**src/rtl/mem_arbiter_pkg.sv**
```systemverilog
// Shared pipeline definitions for the instruction/data memory port arbiter.
package mem_arbiter_pkg;

  localparam int unsigned WORD_W = 32;
  localparam int unsigned CNT_W  = 16;

  typedef enum logic [1:0] {
    IDLE  = 2'd0,
    FETCH = 2'd1,
    DATA  = 2'd2
  } state_e;

endpackage

```
**src/rtl/mem_arbiter_sat_counter.sv**
```systemverilog
// Saturating up-counter; holds at all-ones instead of wrapping.
module sat_counter
  import mem_arbiter_pkg::*;
(
  input  logic             clock,
  input  logic             reset,
  input  logic             inc,
  output logic [CNT_W-1:0] count
);

  logic [CNT_W-1:0] count_q, count_d;

  always_comb begin
    count_d = count_q;
    if (inc && (count_q != {CNT_W{1'b1}})) begin
      count_d = count_q + CNT_W'(1);
    end
  end

  always_ff @(posedge clock) begin
    if (reset) begin
      count_q <= '0;
    end else begin
      count_q <= count_d;
    end
  end

  assign count = count_q;

endmodule

```
**src/rtl/mem_arbiter.sv**
```systemverilog
// Arbitrates fetch and data requests onto one single-outstanding memory port.
module mem_arbiter
  import mem_arbiter_pkg::*;
(
  input  logic              clock,
  input  logic              reset,
  input  logic              if_req,
  input  logic [WORD_W-1:0] if_addr,
  output logic [WORD_W-1:0] if_rdata,
  output logic              if_valid,
  output logic              if_stall,
  input  logic              ex_readmem,
  input  logic              ex_writemem,
  input  logic [WORD_W-1:0] ex_addr,
  input  logic [WORD_W-1:0] ex_wdata,
  output logic [WORD_W-1:0] ex_rdata,
  output logic              ex_done,
  output logic              ex_stall,
  output logic [WORD_W-1:0] mem_addr,
  output logic [WORD_W-1:0] mem_wdata,
  output logic              mem_read,
  output logic              mem_write,
  input  logic [WORD_W-1:0] mem_rdata,
  input  logic              mem_ready,
  output logic [CNT_W-1:0]  stall_cycles
);

  state_e            state_q, state_d;
  logic              fair_q, fair_d;
  logic [WORD_W-1:0] mem_addr_q, mem_addr_d;
  logic [WORD_W-1:0] mem_wdata_q, mem_wdata_d;
  logic              mem_read_q, mem_read_d;
  logic              mem_write_q, mem_write_d;
  logic [WORD_W-1:0] if_rdata_q, if_rdata_d;
  logic [WORD_W-1:0] ex_rdata_q, ex_rdata_d;
  logic              if_valid_q, if_valid_d;
  logic              ex_done_q, ex_done_d;

  logic ex_req;
  logic fetch_done;
  logic data_done;

  assign ex_req     = ex_readmem | ex_writemem;
  assign fetch_done = (state_q == FETCH) & mem_ready;
  assign data_done  = (state_q == DATA) & mem_ready;

  assign if_stall = if_req & ~fetch_done;
  assign ex_stall = ex_req & ~data_done;

  // Grant / completion logic; mem_* registers only move on a grant or completion edge.
  always_comb begin
    state_d     = state_q;
    fair_d      = fair_q;
    mem_addr_d  = mem_addr_q;
    mem_wdata_d = mem_wdata_q;
    mem_read_d  = mem_read_q;
    mem_write_d = mem_write_q;
    if_rdata_d  = if_rdata_q;
    ex_rdata_d  = ex_rdata_q;
    if_valid_d  = 1'b0;
    ex_done_d   = 1'b0;

    case (state_q)
      IDLE: begin
        // A fetch that was waiting behind a data completion wins exactly once.
        if (ex_req && !(fair_q && if_req)) begin
          state_d     = DATA;
          fair_d      = 1'b0;
          mem_addr_d  = ex_addr;
          mem_wdata_d = ex_wdata;
          mem_write_d = ex_writemem;
          mem_read_d  = ~ex_writemem;
        end else if (if_req) begin
          state_d     = FETCH;
          fair_d      = 1'b0;
          mem_addr_d  = if_addr;
          mem_wdata_d = '0;
          mem_write_d = 1'b0;
          mem_read_d  = 1'b1;
        end
      end
      FETCH: begin
        if (mem_ready) begin
          state_d     = IDLE;
          mem_read_d  = 1'b0;
          mem_write_d = 1'b0;
          if_valid_d  = 1'b1;
          if_rdata_d  = mem_rdata;
        end
      end
      DATA: begin
        if (mem_ready) begin
          state_d     = IDLE;
          mem_read_d  = 1'b0;
          mem_write_d = 1'b0;
          ex_done_d   = 1'b1;
          fair_d      = if_req;
          if (!mem_write_q) begin
            ex_rdata_d = mem_rdata;
          end
        end
      end
      default: begin
        state_d = IDLE;
      end
    endcase
  end

  always_ff @(posedge clock) begin
    if (reset) begin
      state_q     <= IDLE;
      fair_q      <= 1'b0;
      mem_addr_q  <= '0;
      mem_wdata_q <= '0;
      mem_read_q  <= 1'b0;
      mem_write_q <= 1'b0;
      if_rdata_q  <= '0;
      ex_rdata_q  <= '0;
      if_valid_q  <= 1'b0;
      ex_done_q   <= 1'b0;
    end else begin
      state_q     <= state_d;
      fair_q      <= fair_d;
      mem_addr_q  <= mem_addr_d;
      mem_wdata_q <= mem_wdata_d;
      mem_read_q  <= mem_read_d;
      mem_write_q <= mem_write_d;
      if_rdata_q  <= if_rdata_d;
      ex_rdata_q  <= ex_rdata_d;
      if_valid_q  <= if_valid_d;
      ex_done_q   <= ex_done_d;
    end
  end

  assign mem_addr  = mem_addr_q;
  assign mem_wdata = mem_wdata_q;
  assign mem_read  = mem_read_q;
  assign mem_write = mem_write_q;
  assign if_rdata  = if_rdata_q;
  assign ex_rdata  = ex_rdata_q;
  assign if_valid  = if_valid_q;
  assign ex_done   = ex_done_q;

  sat_counter u_stall_cnt (
    .clock (clock),
    .reset (reset),
    .inc   (if_stall),
    .count (stall_cycles)
  );

endmodule

```
**config.mk**
```make
export PLATFORM = sky130hd
export DESIGN_NAME = mem_arbiter
export DESIGN_NICKNAME = d
export VERILOG_FILES = /design/src/rtl/mem_arbiter_pkg.sv /design/src/rtl/mem_arbiter_sat_counter.sv /design/src/rtl/mem_arbiter.sv
export SDC_FILE = /design/constraint.sdc
export NUM_CORES = 1
export LEC_CHECK = 0
export ABC_AREA = 1
export BUFFER_PORTS_ARGS = -buffer_cell sky130_fd_sc_hd__buf_2
export CORE_MARGIN = 2
export CORE_UTILIZATION = 46
export DETAILED_ROUTE_END_ITERATION = 10
export GPL_TIMING_DRIVEN = 0
export PLACE_DENSITY = 0.8
export SETUP_SLACK_MARGIN = 0.3
export SLEW_MARGIN = 30
export SYNTH_ARGS = -nofsm -noshare
export SYNTH_HDL_FRONTEND = slang
export SYNTH_SLANG_ARGS = --single-unit
```
**constraint.sdc**
```tcl
create_clock -name clock -period 1.92 [get_ports clock]
set_clock_uncertainty 0.1 [all_clocks]
set_input_delay 0.096 -clock clock [delete_from_list [all_inputs] [get_ports clock]]
set_output_delay 0.096 -clock clock [all_outputs]
set_load 0.005 [all_outputs]
```
==> results.toml <==
[finish]
finalNonFillerCells = 1426
syn_to_final_growth_pct = 67.29
antenna_cells = 0
drive_gt1_share_pct = 33.33
finalNetCount = 1379
fin_util_pct = 78.48

[critical_path]
crit_required_ns = 2.17
crit_slowest_cell = "dlygate4sd3_1"
crit_type = "primary input to flip-flop"
crit_fanout = 10
max_stage_delay_ns = 0.55
cp-start-kind = "primary input"
cp-end-kind = "flip-flop"
arrival_ns = 1.92
crit_chain = "dlygate4sd3_1 > buf_2 > nor2_4 > a21oi_4 > clkbuf_1 > nand2_1 > a21oi_2"

[grt]
grt.total_usage_pct = 34.15
first_global_vias = 7197
globalRoute.totalOverflow = 0
antenna_found_initial = 0
grt_pass1_wl_um = 36100
grt_max_degree = 17

[power_and_ir_drop]
p_per_area_mw_per_mm2 = 975.0
vdd_ir_drop_max_mv = 0.5352
p_leak_uw = 0.004735

[floorplan]
die-width_um = 117.0
pin_count = 284
fp.coreArea_mm2 = 0.01252
initial_core_util_pct = 46.91
rows = 41
die_y_um = 117.0
die-area_mm2 = 0.01368

[route]
vias_per_cell = 5.292
drt_iter0_drc = 676
route.detailed.drc = 0
wl_per_cell_um = 17.23
num_vias = 7547
drt-total-wl_um = 24580
ant_nets = 0
drt-pass1-iter-count = 5

[place]
hpwl_um = 13340
io_buffers = 282
dp.cells = 1247
place_congestion = 0.8467
post-place-ws_ns = -0.06610

[clock_network]
cts_buffer_depth = 2
cts_tree = "built"
h-tree-depth = 4
root_buffer = "clkbuf_16"
clk_pin_slew_ns = 0.06
clk_latency_ns = 0.42
numCtsBuffers = 17
clock_sinks = 151

[logic_synthesis]
synth_cell_types = 26
mappedNetlistArea_mm2 = 0.005872
syn_nets = 931
synth_common_cells = "171 x nor2_1, 153 x nand2_1, 151 x dfxtp_1"
ys.flop_type = "dfxtp_1"
postSynthCellCount = 793
synth_area_leaders = "dfxtp_1 51%, nor2_1 11%, nand2_1 9.8%"
synth_top_cell_by_area = "dfxtp_1"
yosysMostFrequentCell = "nor2_1"
yosysWarnings = 0
ys_ff_latch = 151
synth.top_cell.area_share_pct = 51.48
synth-async-reset-ratio_pct = 0
synth-seq-area-share_pct = 51.48
syn_avg_cell_area_um2 = 7.405
synth_edf_count = 0

[sta]
final_hold_viol_count = 0
slew_headroom_pct = 65.26
finalSetupViolCount = 0
setup_ws_ns = 0.2462
drv_slew = 0
fin_crit_sh_pct = 87.18
holdWs_ns = 0.1256
period_minus_slack_ns = 1.674
timing.fmax_mhz = 597.5
worst_pin_slew_ns = 0.5211
rsz0062_at_grt = "yes"

[min_path]
hold_path.class = "primary input to flip-flop"

[outcome]
status = "complete, no violations"

[run]
maxCapViolCount = 0
==> metrics by stage <==
stage | power, µW | instance area [µm²] | setup TNS [ns]
after floorplan | 4741 | 5872 | 0
after global placement | 5519 | 7498 | -0.7937
after detailed placement | 5554 | 7498 | -0.5129
after CTS | 9161 | 9528 | 0
after global routing | 9943 | 9823 | 0
final | 9578 | 9823 | 0
==> cell usage in the layout, fill, tap and decap left out, types with 13 or more instances in the layout <==
cell type      synthesis  final
nand2_1              153    148
clkbuf_16              0     17
buf_2                 10    289
buf_6                  3     13
a21oi_2                0     13
inv_1                 21     16
nor2_1               171    162
clkbuf_1              28     18
o21ai_0               99     94
a21oi_1              108     95
dlygate4sd3_1          0    131
nand3_1               17     14
buf_4                  4     15
dfxtp_1              151    143
==> final cells by class <==
class	count	area [µm²]
flip-flops and latches	151	3035
repair buffers	430	2861
well taps	172	215.2
clock buffers	22	474.2
plain buffers	45	290.3
fillers	790	2694
clock inverters	10	118.9
inverters	25	111.4
repair inverters	1	7.507
multi-input cells	570	2709
==> per-layer routing <==
metal	GRT usage [%]	up-vias	part of all wire [%]
met2	58.15	502	49
li1	-	3483	-
met5	0	-	0
met1	36.92	3418	36
met3	9.166	144	8.4
met4	23.84	0	6.9
==> sequential cells by signal, summed over array words and instances, names as in the netlist <==
register           cells
ex_rdata              32
mem_wdata             32
mem_addr              32
mem_write              1
fair_q                 1
if_valid               1
ex_done                1
u_stall_cnt.count     16
state_q                2
mem_read               1
if_rdata              32
==> final timing paths <==
kind | cells after the start | slack (ns) | from | end
worst max-delay path | 7 | 0.25 | ex_writemem | mem_addr[14]
worst min-delay path | 6 | 0.13 | ex_readmem | state_q[0]
worst max register to register | 9 | 0.28 | state_q[0] | mem_addr[20]
worst min register to register | 2 | 0.36 | mem_wdata[24] | mem_wdata[24]
==> report_power, final <==
part,internal [µW],total [µW],leakage (µW),switching (µW)
clock,2020,3360,0.000283,1340
combinational,1110,2470,0.00321,1360
sequential,3510,3740,0.00124,230
==> cells by family after synthesis <==
family	count (synthesis)	synth area share, %
buf+inv	72	5.476
fa+ha+maj	4	0.8524
xor+xnor	1	0.1492
flops	151	51.48
simple gates	353	23.52
compound gates	212	18.52
==> critical path, delay by kind of cell <==
family / cells / cell delay [ns]
buf+inv: 3 / 1.11
simple gates: 2 / 0.26
compound gates: 2 / 0.45
==> repair_timing <==
| item | in CTS | in global routing |
|---|---|---|
| setup buffers | 7 | 10 |
| pin swaps | 2 | 14 |
| endpoints found under the setup margin | 139 | 141 |
| hold buffers | 131 | 0 |
| endpoints found under the hold margin | 132 | 0 |
| gates cloned | 1 | 0 |
| gates resized for setup | 26 | 90 |
Note: power is estimated with default switching activity, not from simulation.
